$ cat config.mk
export PLATFORM = sky130hd
export DESIGN_NAME = udp_writer
export DESIGN_NICKNAME = d
export VERILOG_FILES = /design/src/rtl/udp_pkg.sv /design/src/rtl/udp_writer_payload_shifter.sv /design/src/rtl/udp_writer.sv
export SDC_FILE = /design/constraint.sdc
export NUM_CORES = 1
export LEC_CHECK = 0
export CAP_MARGIN = 20
export CORE_MARGIN = 8
export CORE_UTILIZATION = 44
export CTS_CLUSTER_SIZE = 8
export DETAILED_ROUTE_END_ITERATION = 10
export GPL_TIMING_DRIVEN = 0
export PLACE_DENSITY_LB_ADDON = 0.3
export SLEW_MARGIN = 20
export SYNTH_ARGS = -nofsm -noshare
export SYNTH_HDL_FRONTEND = slang
export SYNTH_SLANG_ARGS = --single-unit
$ cat constraint.sdc
create_clock -name clk -period 4 [get_ports clk]
set_clock_uncertainty 0.1 [all_clocks]
set_input_delay 1 -clock clk [delete_from_list [all_inputs] [get_ports clk]]
set_output_delay 1 -clock clk [all_outputs]
set_load 0.03 [all_outputs]
$ cat src/rtl/udp_pkg.sv
// Shared definitions for the UDP reader/writer pair: state encoding and field widths.
package udp_pkg;

    localparam int unsigned DRAW_BOX_DATA_BYTE = 6;
    localparam int unsigned INDEX_W            = 16;
    localparam int unsigned LEN_W              = 16;
    localparam int unsigned BYTE_W             = 8;

    typedef enum logic [1:0] {
        ST_IDLE,
        ST_TRIG,
        ST_WAIT,
        ST_SEND
    } udp_wr_state_e;

endpackage

$ cat src/rtl/udp_writer_payload_shifter.sv
// Loadable byte-wide shift register; the top byte is the next byte to transmit.
module payload_shifter
    import udp_pkg::*;
#(
    parameter int unsigned CAPACITY = DRAW_BOX_DATA_BYTE
) (
    input  logic                         clk,
    input  logic                         rstn,
    input  logic                         load,
    input  logic                         shift,
    input  logic [CAPACITY*BYTE_W-1:0]   din,
    output logic [BYTE_W-1:0]            top_byte
);

    localparam int unsigned DATA_W = CAPACITY * BYTE_W;

    logic [DATA_W-1:0] sreg;

    // Shift towards the MSB end and zero-fill so drained bytes read as 0x00.
    always_ff @(posedge clk or negedge rstn) begin
        if (!rstn) begin
            sreg <= '0;
        end else if (load) begin
            sreg <= din;
        end else if (shift) begin
            sreg <= sreg << BYTE_W;
        end
    end

    assign top_byte = sreg[DATA_W-1 -: BYTE_W];

endmodule

$ cat src/rtl/udp_writer.sv
// Latches a payload, requests a UDP frame with trig and streams bytes on read_en.
// Optional XOR trailer byte enabled by defining UDP_WRITER_CHECKSUM_EN.
module udp_writer
    import udp_pkg::*;
#(
    parameter int unsigned CAPACITY = DRAW_BOX_DATA_BYTE,
    parameter int unsigned TIMEOUT  = 1_000_000
) (
    input  logic                        clk,
    input  logic                        rstn,
    input  logic                        send,
    input  logic [CAPACITY*BYTE_W-1:0]  i_data,
    input  logic [LEN_W-1:0]            i_len,
    input  logic                        read_en,
    output logic                        trig,
    output logic [INDEX_W-1:0]          index,
    output logic [BYTE_W-1:0]           o_data,
    output logic [LEN_W-1:0]            o_len,
    output logic                        busy,
    output logic                        error
);

    localparam int unsigned CNT_W  = $clog2(TIMEOUT + 1);

    udp_wr_state_e      state, state_d;
    logic [CNT_W-1:0]   cnt, cnt_d;
    logic [LEN_W-1:0]   ptr, ptr_d;
    logic [LEN_W-1:0]   o_len_d;
    logic [INDEX_W-1:0] index_d;
    logic [BYTE_W-1:0]  o_data_d;
    logic               trig_d, busy_d, error_d;
    logic               load, shift;
    logic               len_ok_c, last_c;
    logic [BYTE_W-1:0]  top_byte, pull_byte_c;

`ifdef UDP_WRITER_CHECKSUM_EN
    logic [LEN_W-1:0]   plen, plen_d;
    logic [BYTE_W-1:0]  csum, csum_d, payload_xor_c;

    // XOR of the bytes about to be latched, so the trailer is ready before streaming.
    always_comb begin
        payload_xor_c = '0;
        for (int unsigned i = 0; i < CAPACITY; i++) begin
            if (i < 32'(i_len)) begin
                payload_xor_c = payload_xor_c ^ i_data[(CAPACITY-i)*BYTE_W-1 -: BYTE_W];
            end
        end
    end

    assign pull_byte_c = (ptr < plen) ? top_byte : csum;
`else
    assign pull_byte_c = top_byte;
`endif

    assign len_ok_c = (i_len != '0) && (32'(i_len) <= CAPACITY);
    assign last_c   = (ptr == o_len - LEN_W'(1));

    payload_shifter #(
        .CAPACITY (CAPACITY)
    ) u_shifter (
        .clk      (clk),
        .rstn     (rstn),
        .load     (load),
        .shift    (shift),
        .din      (i_data),
        .top_byte (top_byte)
    );

    // Next-state and next-output logic.
    always_comb begin
        state_d  = state;
        cnt_d    = cnt;
        ptr_d    = ptr;
        o_len_d  = o_len;
        index_d  = index;
        o_data_d = o_data;
        error_d  = 1'b0;
        load     = 1'b0;
        shift    = 1'b0;
`ifdef UDP_WRITER_CHECKSUM_EN
        plen_d   = plen;
        csum_d   = csum;
`endif

        case (state)
            ST_IDLE: begin
                if (read_en) begin
                    o_data_d = '0;
                end
                if (send) begin
                    if (len_ok_c) begin
                        load    = 1'b1;
                        ptr_d   = '0;
                        state_d = ST_TRIG;
`ifdef UDP_WRITER_CHECKSUM_EN
                        o_len_d = i_len + LEN_W'(1);
                        plen_d  = i_len;
                        csum_d  = payload_xor_c;
`else
                        o_len_d = i_len;
`endif
                    end else begin
                        error_d = 1'b1;
                    end
                end
            end

            ST_TRIG: begin
                error_d = send;
                if (read_en) begin
                    o_data_d = '0;
                end
                cnt_d   = '0;
                state_d = ST_WAIT;
            end

            ST_WAIT: begin
                error_d = send;
                if (read_en) begin
                    o_data_d = pull_byte_c;
                    shift    = 1'b1;
                    ptr_d    = ptr + LEN_W'(1);
                    if (last_c) begin
                        state_d = ST_IDLE;
                        index_d = index + INDEX_W'(1);
                    end else begin
                        state_d = ST_SEND;
                    end
                end else if (cnt == CNT_W'(TIMEOUT - 1)) begin
                    error_d = 1'b1;
                    state_d = ST_IDLE;
                end else begin
                    cnt_d = cnt + CNT_W'(1);
                end
            end

            ST_SEND: begin
                error_d = send;
                if (read_en) begin
                    o_data_d = pull_byte_c;
                    shift    = 1'b1;
                    ptr_d    = ptr + LEN_W'(1);
                    if (last_c) begin
                        state_d = ST_IDLE;
                        index_d = index + INDEX_W'(1);
                    end
                end
            end

            default: begin
                state_d = ST_IDLE;
            end
        endcase

        trig_d = (state_d == ST_TRIG);
        busy_d = (state_d != ST_IDLE);
    end

    // State and output registers.
    always_ff @(posedge clk or negedge rstn) begin
        if (!rstn) begin
            state  <= ST_IDLE;
            cnt    <= '0;
            ptr    <= '0;
            o_len  <= '0;
            index  <= '0;
            o_data <= '0;
            trig   <= 1'b0;
            busy   <= 1'b0;
            error  <= 1'b0;
        end else begin
            state  <= state_d;
            cnt    <= cnt_d;
            ptr    <= ptr_d;
            o_len  <= o_len_d;
            index  <= index_d;
            o_data <= o_data_d;
            trig   <= trig_d;
            busy   <= busy_d;
            error  <= error_d;
        end
    end

`ifdef UDP_WRITER_CHECKSUM_EN
    always_ff @(posedge clk or negedge rstn) begin
        if (!rstn) begin
            plen <= '0;
            csum <= '0;
        end else begin
            plen <= plen_d;
            csum <= csum_d;
        end
    end
`endif

endmodule

# Word-level counts from Yosys, hierarchy flattened

Cells that the tools add are included.

Register bits: 129
Latch bits: 0
RAM bits: 0
Memory bits (read-only): 0
Input bits: 68
Memories: 0

Add/sub/neg operators: 4
$mul: 0
Div/mod/pow operators: 0
Order comparisons: 1
Equality and inequality tests: 12
Shift operators: 0
Mux-type cells: 30
Bitwise gates (word level): 0
Reduce and logical (&&, ||, !) cells: 15

Operators with widths:

| operator                | count |
|---|---|
| $mux W48                | 2 |
| $mux W16                | 3 |
| $mux W20                | 2 |
| $pmux W20 S2            | 1 |
| $add A16 B1 Y16 const B | 2 |
| $pmux W16 S2            | 1 |
| $add A20 B1 Y20 const B | 1 |
| $eq A20 B20 Y1 const B  | 1 |
| $eq A16 B16 Y1          | 1 |
| $le A16 B3 Y1 const B   | 1 |
| $mux W8                 | 2 |
| $pmux W8 S2             | 1 |
| $reduce_bool A16 Y1     | 1 |
| $sub A16 B1 Y16 const B | 1 |
| $mux W2                 | 7 |
| $mux W1                 | 9 |
| $reduce_and A3 Y1       | 3 |
| $ne A2 B2 Y1 const B    | 4 |
| $pmux W2 S4             | 1 |
| $reduce_bool A2 Y1      | 4 |
| $reduce_or A2 Y1        | 3 |
| $eq A2 B1 Y1 const B    | 2 |
| $eq A2 B2 Y1 const B    | 2 |
| $ne A2 B1 Y1 const B    | 2 |
| 5 further kinds         | 5 |

# Depth between registers and ports, before layout

Gate-level depths: netlist (run 1).

Word-level depth: 6
Mapped depth: 11
Mapped depth without buffers: 9

# Modules after synthesis

A second synthesis (run 1) with hierarchy kept.

Cells, all modules: 657
Area total of the unflattened synthesis: 6532.5 um^2

Modules (own cells, without submodules):

| module          | instances | cells each | area each (um^2) |
|---|---|---|---|
| udp_writer      | 1         | 442        | 4307.9 |
| payload_shifter | 1         | 215        | 2224.6 |

# Least setup slack after synthesis (run 1)

No wires, ideal clock.

Kind: register to register
From: register o_len[0]
To: register index[14]
Arrival: 2.891 ns
Required time: 3.820 ns
Slack: 0.929 ns
Stages on the path, launching flop included: 12
Buffers on the path: 2
Clock period less this slack: 3.071 ns
Cell sequence: dfrtp_1 inv_1 ha_1 nor2b_1 clkbuf_1 a31oi_1 or4_1 nor4b_2 nand4_4 buf_6 nor3_2 xor2_1

Word-level cells in the longest chain between the ends: 3

RTL lines:

| element                            | line              | RTL |
|---|---|---|
| start: declaration                 | udp_writer.sv:18  | `output logic [LEN_W-1:0] o_len,` |
| start signal: assignment           | udp_writer.sv:175 | `o_len <= o_len_d;` |
| $sub A16 B1 Y16                    | udp_writer.sv:56  | `assign last_c = (ptr == o_len - LEN_W'(1));` |
| $eq A16 B16 Y1                     | udp_writer.sv:56  |  |
| $reduce_and A3 Y1 (no source line) | n/a               |  |
| end signal: assignment             | udp_writer.sv:176 | `index <= index_d;` |
| end: declaration                   | udp_writer.sv:16  | `output logic [INDEX_W-1:0] index,` |

Every way passes these cells.
A chain may end at the register's enable or synchronous reset.

# Final worst setup path (run 1)

Same ends and word-level chain as after synthesis.

==> flow_summary.html, run 1 <==
<table>
<tr><th>Metric</th><th>Value</th></tr>
<tr><th colspan="2">Clocking</th></tr>
<tr><td>TritonCTS clock tree</td><td>done</td></tr>
<tr><td>Max H-tree Level</td><td>4</td></tr>
<tr><td>Number of buffers on the longest clock path</td><td>2</td></tr>
<tr><td>Inserted Clock Buffers</td><td>17</td></tr>
<tr><td>Later-pin clock latency in the skew report</td><td>0.42 ns</td></tr>
<tr><td>Library cell used as clock root buffer</td><td>clkbuf_16</td></tr>
<tr><td>Quantity of hold-fixing buffers added after cts</td><td>0</td></tr>
<tr><td>Setup Fix Bufs, Post-CTS</td><td>0</td></tr>
<tr><td>Clock sink total</td><td>129</td></tr>
<tr><td>CTS-repair resized insts</td><td>0</td></tr>
<tr><td>Clock-pin slew reported for the worst setup and hold paths after clock tree synthesis</td><td>0.06 ns</td></tr>
<tr><th colspan="2">Yosys</th></tr>
<tr><td>Count of distinct cell types in the synthesized netlist</td><td>51</td></tr>
<tr><td>Sequential area share after synthesis</td><td>0.519</td></tr>
<tr><td>Net count of the mapped netlist</td><td>722</td></tr>
<tr><td>Register bit total from synthesis</td><td>129</td></tr>
<tr><td>Mean Syn Cell Area</td><td>9.58 um^2</td></tr>
<tr><td>Cell count after synthesis</td><td>650</td></tr>
<tr><td>Yosys warns</td><td>0</td></tr>
<tr><td>Post-Synthesis Cell Area</td><td>6220 um^2</td></tr>
<tr><th colspan="2">Finish</th></tr>
<tr><td>Diode count</td><td>0</td></tr>
<tr><td>Number of fill cells in the layout</td><td>1182</td></tr>
<tr><td>Final design utilization</td><td>0.589</td></tr>
<tr><td>Area of the multi-input gates</td><td>2800 um^2</td></tr>
<tr><td>Area taken by flip-flops and latches</td><td>3230 um^2</td></tr>
<tr><td>Commonest cells after routing, fill and taps aside</td><td>136 x nand2_1, 129 x dfrtp_1, 109 x clkdlybuf4s50_1</td></tr>
<tr><td>Most common cell after layout, fill and taps aside</td><td>nand2_1</td></tr>
<tr><td>Layout cell share with drive strength beyond 1</td><td>0.0643</td></tr>
<tr><td>Layout Nets</td><td>852</td></tr>
<tr><td>Area delta synth-&gt;final</td><td>30.9%</td></tr>
<tr><th colspan="2">Worst hold path</th></tr>
<tr><td>Hold crit path type</td><td>register to register</td></tr>
<tr><th colspan="2">STA</th></tr>
<tr><td>Highest achievable clock rate</td><td>289 MHz</td></tr>
<tr><td>Worst relative slew slack</td><td>0.399</td></tr>
<tr><td>Pins over their slew limit</td><td>0</td></tr>
<tr><td>Final critical delay including setup and external delays</td><td>3.46 ns</td></tr>
<tr><td>Unrepaired setup endpoints after global routing</td><td>false</td></tr>
<tr><td>Least-Margin Pin Slew</td><td>0.897 ns</td></tr>
<tr><td>Final cycle utilization of the critical path</td><td>0.864</td></tr>
<tr><td>Setup_tns</td><td>0 ns</td></tr>
<tr><td>Count of endpoints failing hold in the final timing report</td><td>0</td></tr>
<tr><td>Final setup violation count</td><td>0</td></tr>
<tr><th colspan="2">Placement</th></tr>
<tr><td>Estimated wirelength of the detail-placed design</td><td>11700 um</td></tr>
<tr><td>Routability cong.</td><td>0.838</td></tr>
<tr><td>Count of buffers inserted at the top-level ports</td><td>110</td></tr>
<tr><th colspan="2">Routing</th></tr>
<tr><td>DRT Pass-1 Iters</td><td>5</td></tr>
<tr><td>Final routed DRC violation total</td><td>0</td></tr>
<tr><td>DR WL/cell</td><td>16.5 um</td></tr>
<tr><td>Wire length after detailed routing</td><td>16100 um</td></tr>
<tr><td>Number of DRC markers after the initial detailed-route iteration</td><td>388</td></tr>
<tr><td>Number of vias per cell</td><td>5.31</td></tr>
<tr><td>Residual antenna-violating net count after detailed routing</td><td>0</td></tr>
<tr><td>Detailed-route via count</td><td>5168</td></tr>
<tr><th colspan="2">Pwr</th></tr>
<tr><td>Leakage power total</td><td>3.69 nW</td></tr>
<tr><td>Power density over the cells</td><td>407 nW/um^2</td></tr>
<tr><td>Worst voltage drop across the vdd grid</td><td>0.000275 V</td></tr>
<tr><th colspan="2">Critical path</th></tr>
<tr><td>Maximum fanout encountered on the critical timing path</td><td>10</td></tr>
<tr><td>CP arrival</td><td>3.70 ns</td></tr>
<tr><td>Start-to-end type of the worst setup path</td><td>register to register</td></tr>
<tr><td>Worst Setup Start Kind</td><td>register</td></tr>
<tr><td>Crit path required time</td><td>4.25 ns</td></tr>
<tr><td>Critical-path cell with the highest stage delay</td><td>or4_1</td></tr>
<tr><td>Flop-to-flop setup slack</td><td>0.54 ns</td></tr>
<tr><td>Cell-by-cell listing of the critical path</td><td>inv_1, ha_1, nor2b_1, clkbuf_1, a31oi_1, or4_1, nor4b_2, nand4_4, buf_6, nor3_2, xor2_1</td></tr>
<tr><td>Max stage delay on crit path</td><td>0.60 ns</td></tr>
<tr><td>Endpoint kind of the worst setup timing path</td><td>register</td></tr>
<tr><th colspan="2">GRT</th></tr>
<tr><td>Maximum number of pins on one net before global-route repair</td><td>75</td></tr>
<tr><td>Antenna violations before repair</td><td>0</td></tr>
<tr><td>GRT Residual Overflow</td><td>0</td></tr>
<tr><td>GRT Overall Usage</td><td>0.181</td></tr>
<tr><td>First-pass GRT wire length</td><td>26600 um</td></tr>
<tr><td>Vias in the first global route</td><td>5373</td></tr>
<tr><th colspan="2">Die</th></tr>
<tr><td>Die outline area</td><td>18200 um^2</td></tr>
<tr><td>Effective utilization at floorplan</td><td>0.450</td></tr>
<tr><td>Placement Rows</td><td>43</td></tr>
<tr><td>Core area</td><td>13800 um^2</td></tr>
<tr><td>Overall die height</td><td>135 um</td></tr>
<tr><td>Number of top-level design ports</td><td>111</td></tr>
<tr><td>Width of the die</td><td>135 um</td></tr>
<tr><th colspan="2">Status</th></tr>
<tr><td>Status</td><td>finished clean</td></tr>
<tr><th colspan="2">Job</th></tr>
<tr><td>MaxCap Viol Count</td><td>0</td></tr>
</table>
[registers in the layout, indices dropped and copies added, names as in the netlist]
| register | count |
|---|---|
| busy | 1 |
| cnt | 20 |
| error | 1 |
| index | 16 |
| o_data | 8 |
| o_len | 16 |
| ptr | 16 |
| state | 2 |
| trig | 1 |
| u_shifter.sreg | 48 |
[synth_stat cells, drive strengths merged]
cell | number | share of area
nor4b | 1 | 0.0024
nand3b | 1 | 0.0012
a31o | 1 | 0.0014
mux2i | 9 | 0.014
a2bb2oi | 1 | 0.0014
or2 | 1 | 0.0010
nand2 | 136 | 0.082
inv | 16 | 0.0096
nor2b | 16 | 0.016
nor2 | 47 | 0.028
and3 | 14 | 0.014
a32oi | 1 | 0.0014
or3b | 2 | 0.0028
a31oi | 3 | 0.0030
clkbuf | 27 | 0.016
nand2b | 5 | 0.0050
and4 | 1 | 0.0014
buf | 5 | 0.0056
nor4 | 12 | 0.015
a22o | 1 | 0.0014
nand4b | 1 | 0.0014
mux2 | 2 | 0.0036
dfrtp | 129 | 0.52
or3 | 9 | 0.0090
o21a | 3 | 0.0036
nor3 | 18 | 0.019
a211o | 1 | 0.0014
and4b | 1 | 0.0016
o21ai | 34 | 0.027
xnor2 | 24 | 0.034
xor2 | 37 | 0.052
a22oi | 33 | 0.040
a21o | 5 | 0.0060
nand4 | 6 | 0.0084
and2 | 2 | 0.0020
ha | 4 | 0.0080
or4 | 3 | 0.0036
o221ai | 1 | 0.0014
o211ai | 5 | 0.0060
a21oi | 8 | 0.0064
o31ai | 2 | 0.0024
nand3 | 18 | 0.014
a211oi | 4 | 0.0056
[logic make-up (layout without fill, tap and decap cells)]
kind of cell	Yosys count	after routing	share of synthesized area
xor+xnor	61	61	0.0858
buf+inv	48	191	0.0316
fa+ha+maj	4	4	0.00804
simple gates	294	294	0.229
flops	129	129	0.519
mux	11	11	0.0181
compound gates	103	103	0.109
[report_power, final]
part / total (mW) / switching [mW] / internal, mW
clock: 1.47 / 0.586 / 0.888
sequential: 1.46 / 0.0877 / 1.38
combinational: 0.381 / 0.204 / 0.177
[path summary, 6_finish.rpt]
| check | end | cells past startpoint | start |
|---|---|---|---|
| max | index[14] | 11 | o_len[0] |
| min | index[15] | 1 | index[15] |
| max reg2reg | index[14] | 11 | o_len[0] |
| min reg2reg | index[15] | 1 | index[15] |
| max in group asynchronous | error | 2 | rstn |
| min in group asynchronous | cnt[1] | 1 | rstn |
[area by class of cell]
cell class                      count  share of cell area
Buffer                             32              0.0167
Clock buffer                       20              0.0561
Clock inverter                     12              0.0134
Inverter                           16             0.00737
Multi-Input combinational cell    473               0.344
Sequential cell                   129               0.396
Tap cell                          180              0.0276
Timing Repair Buffer              111               0.139
[per-stage QoR]
| step | hold slack (ns) | area [um^2] | total power [mW] | instances | setup slack, ns |
|---|---|---|---|---|---|
| 2_1_floorplan | 0.346 | 6220 | 1.67 | 650 | 0.929 |
| 3_3_place_gp | 0.359 | 7550 | 1.84 | 940 | -3.11 |
| 3_5_place_dp | 0.360 | 7580 | 1.86 | 941 | 0.146 |
| 4_1_cts | 0.373 | 8150 | 3.34 | 973 | 0.510 |
| 5_1_grt | 0.395 | 8150 | 3.45 | 973 | 0.289 |
| 6_report | 0.372 | 8150 | 3.32 | 973 | 0.543 |
[critical path, delay by kind of cell, from the launching register on]
kind / cells / cell delay (ns)
AO/OA/AOI/OAI: 1 / 0.12
flip-flops: 1 / 0.47
XOR/XNOR: 1 / 0.16
adder cells (fa/ha/maj): 1 / 0.27
buffers and inverters: 3 / 0.64
AND/OR/NAND/NOR: 5 / 1.63
[per-layer routing]
layer / track usage / part of all wire
met5: 0 / 0
met4: 0.0777 / 0.021
met3: 0.0550 / 0.060
met2: 0.292 / 0.48
met1: 0.221 / 0.43
No activity file was read; power rests on OpenSTA's default activity.
==> inputs of run 2 (changes only) <==
- CORE_UTILIZATION: 44 -> 53
==> flow_summary.html, run 2 (synthesis results as in run 1) <==
<table>
<tr><th>Metric</th><th>Value</th></tr>
<tr><th colspan="2">Routing</th></tr>
<tr><td>Detailed-route via count</td><td>5255</td></tr>
<tr><td>DRT Pass-1 Iters</td><td>5</td></tr>
<tr><td>Number of vias per cell</td><td>5.61</td></tr>
<tr><td>DR WL/cell</td><td>16.9 um</td></tr>
<tr><td>Residual antenna-violating net count after detailed routing</td><td>0</td></tr>
<tr><td>Final routed DRC violation total</td><td>0</td></tr>
<tr><td>Wire length after detailed routing</td><td>15900 um</td></tr>
<tr><td>Number of DRC markers after the initial detailed-route iteration</td><td>526</td></tr>
<tr><th colspan="2">Clocking</th></tr>
<tr><td>Setup Fix Bufs, Post-CTS</td><td>0</td></tr>
<tr><td>Number of buffers on the longest clock path</td><td>2</td></tr>
<tr><td>Inserted Clock Buffers</td><td>17</td></tr>
<tr><td>Clock sink total</td><td>129</td></tr>
<tr><td>Quantity of hold-fixing buffers added after cts</td><td>0</td></tr>
<tr><td>Later-pin clock latency in the skew report</td><td>0.42 ns</td></tr>
<tr><td>CTS-repair resized insts</td><td>0</td></tr>
<tr><td>Library cell used as clock root buffer</td><td>clkbuf_16</td></tr>
<tr><td>Clock-pin slew reported for the worst setup and hold paths after clock tree synthesis</td><td>0.06 ns</td></tr>
<tr><td>TritonCTS clock tree</td><td>done</td></tr>
<tr><td>Max H-tree Level</td><td>4</td></tr>
<tr><th colspan="2">Status</th></tr>
<tr><td>Status</td><td>finished clean</td></tr>
<tr><th colspan="2">Finish</th></tr>
<tr><td>Non-Filler Cell Area, Final</td><td>8170 um^2</td></tr>
<tr><td>Commonest cells after routing, fill and taps aside</td><td>136 x nand2_1, 129 x dfrtp_1, 109 x clkdlybuf4s50_1</td></tr>
<tr><td>Non-Filler Instances</td><td>936</td></tr>
<tr><td>Most common cell after layout, fill and taps aside</td><td>nand2_1</td></tr>
<tr><td>Layout cell share with drive strength beyond 1</td><td>0.0605</td></tr>
<tr><td>Area delta synth-&gt;final</td><td>31.3%</td></tr>
<tr><td>Register name with the most flops</td><td>u_shifter.sreg</td></tr>
<tr><td>Number of flip-flops under the largest register name</td><td>48</td></tr>
<tr><td>Registers with the highest flip-flop counts</td><td>u_shifter.sreg: 48 flops, cnt: 20 flops</td></tr>
<tr><td>Diode count</td><td>0</td></tr>
<tr><td>Layout Nets</td><td>852</td></tr>
<tr><td>Final design utilization</td><td>0.716</td></tr>
<tr><th colspan="2">GRT</th></tr>
<tr><td>Met2 track utilization from global routing</td><td>0.338</td></tr>
<tr><td>Vias in the first global route</td><td>5393</td></tr>
<tr><td>Routing usage on met1</td><td>0.253</td></tr>
<tr><td>Maximum number of pins on one net before global-route repair</td><td>81</td></tr>
<tr><td>GRT Residual Overflow</td><td>0</td></tr>
<tr><td>First-pass GRT wire length</td><td>26300 um</td></tr>
<tr><td>GR peak layer</td><td>met2</td></tr>
<tr><td>GRT Overall Usage</td><td>0.207</td></tr>
<tr><td>Antenna violations before repair</td><td>0</td></tr>
<tr><td>Routing usage on met3</td><td>0.0681</td></tr>
<tr><th colspan="2">STA</th></tr>
<tr><td>Count of endpoints failing hold in the final timing report</td><td>0</td></tr>
<tr><td>Final cycle utilization of the critical path</td><td>0.865</td></tr>
<tr><td>Least-Margin Pin Slew</td><td>0.815 ns</td></tr>
<tr><td>Highest achievable clock rate</td><td>289 MHz</td></tr>
<tr><td>Final critical delay including setup and external delays</td><td>3.46 ns</td></tr>
<tr><td>Setup WS post-layout</td><td>0.539 ns</td></tr>
<tr><td>Final setup violation count</td><td>0</td></tr>
<tr><td>Hold slack</td><td>0.366 ns</td></tr>
<tr><td>Pins over their slew limit</td><td>0</td></tr>
<tr><td>Worst relative slew slack</td><td>0.452</td></tr>
<tr><td>Unrepaired setup endpoints after global routing</td><td>false</td></tr>
<tr><td>Setup_tns</td><td>0 ns</td></tr>
<tr><th colspan="2">Critical path</th></tr>
<tr><td>Critical-path cell with the highest stage delay</td><td>clkbuf_1</td></tr>
<tr><td>Max stage delay on crit path</td><td>0.49 ns</td></tr>
<tr><td>Worst path most repeated cell</td><td>clkbuf_1</td></tr>
<tr><td>Crit path required time</td><td>4.18 ns</td></tr>
<tr><td>Cell-by-cell listing of the critical path</td><td>clkdlybuf4s50_1, nor4_1, and4_1, and3_1, clkbuf_1, clkbuf_1, clkbuf_1, o21ai_0</td></tr>
<tr><td>CP arrival</td><td>3.64 ns</td></tr>
<tr><td>Start-to-end type of the worst setup path</td><td>input pin to register</td></tr>
<tr><td>Worst Setup Start Kind</td><td>input pin</td></tr>
<tr><td>Maximum fanout encountered on the critical timing path</td><td>10</td></tr>
<tr><td>Endpoint kind of the worst setup timing path</td><td>register</td></tr>
<tr><th colspan="2">Placement</th></tr>
<tr><td>Estimated wirelength of the detail-placed design</td><td>11700 um</td></tr>
<tr><td>Placement-stage cell area</td><td>7530 um^2</td></tr>
<tr><td>Worst Setup Slack post-DPL</td><td>0.124 ns</td></tr>
<tr><td>Total instance count after detailed placement</td><td>904</td></tr>
<tr><td>Routability cong.</td><td>0.875</td></tr>
<tr><td>Count of buffers inserted at the top-level ports</td><td>110</td></tr>
<tr><th colspan="2">Pwr</th></tr>
<tr><td>Sum of internal, switching and leakage power</td><td>3.50 mW</td></tr>
<tr><td>Power density over the cells</td><td>429 nW/um^2</td></tr>
<tr><td>Proportion of power drawn by combinational gates</td><td>0.107</td></tr>
<tr><td>Fraction of power consumed by the clock network</td><td>0.476</td></tr>
<tr><td>Worst voltage drop across the vdd grid</td><td>0.000539 V</td></tr>
<tr><td>Switch share</td><td>0.237</td></tr>
<tr><td>Internal power summed over all cells</td><td>2.67 mW</td></tr>
<tr><td>Leakage power total</td><td>3.72 nW</td></tr>
<tr><td>Fraction of power consumed by sequential logic</td><td>0.417</td></tr>
<tr><td>Switch Pwr</td><td>0.832 mW</td></tr>
<tr><th colspan="2">Die</th></tr>
<tr><td>Placement Rows</td><td>39</td></tr>
<tr><td>Die outline area</td><td>15500 um^2</td></tr>
<tr><td>Core area</td><td>11400 um^2</td></tr>
<tr><td>Width of the die</td><td>124 um</td></tr>
<tr><td>Overall die height</td><td>124 um</td></tr>
<tr><td>Effective utilization at floorplan</td><td>0.545</td></tr>
<tr><td>Number of top-level design ports</td><td>111</td></tr>
<tr><th colspan="2">Job</th></tr>
<tr><td>MaxCap Viol Count</td><td>0</td></tr>
<tr><th colspan="2">Worst hold path</th></tr>
<tr><td>Hold crit path type</td><td>register to register</td></tr>
</table>
-- run 2: layout make-up --
| cell class | count | area (um^2) |
|---|---|---|
| tap | 143 | 179 |
| buffer | 32 | 136 |
| fill | 822 | 3250 |
| clock inverter | 10 | 183 |
| multi-input combinational | 473 | 2800 |
| sequential | 129 | 3230 |
| inverter | 16 | 60.1 |
| clock buffer | 22 | 454 |
| timing repair buffer | 111 | 1130 |
-- run 2: per-layer routing --
layer	part of all wire	up-vias
li1	-	2489
met1	0.43	2555
met2	0.49	190
met3	0.065	21
met4	0.016	0
met5	0	-
-- run 2: path summary, 6_finish.rpt --
path | start | end | slack, ns | depth (start not counted)
min reg2reg | index[15] | index[15] | 0.37 | 1
max in group asynchronous | rstn | cnt[3] | 2.63 | 2
max | i_len[3] | o_len[1] | 0.54 | 8
max reg2reg | o_len[1] | index[5] | 0.62 | 11
min in group asynchronous | rstn | cnt[16] | 0.41 | 1
min | index[15] | index[15] | 0.37 | 1
-- run 2: power by group through the flow --
stage,sequential (mW),clock [mW],combinational [mW]
global route,1.47,1.74,0.422
finish,1.46,1.67,0.375
floorplan,1.47,0,0.202
global placement,1.48,0,0.355
detailed placement,1.48,0,0.376
CTS,1.46,1.68,0.378
-- run 2: worst max-delay path, delay by kind of cell --
| family | cells | cell delay [ns] |
|---|---|---|
| AO/OA/AOI/OAI | 1 | 0.16 |
| buffers and inverters | 4 | 1.66 |
| AND/OR/NAND/NOR | 3 | 0.82 |
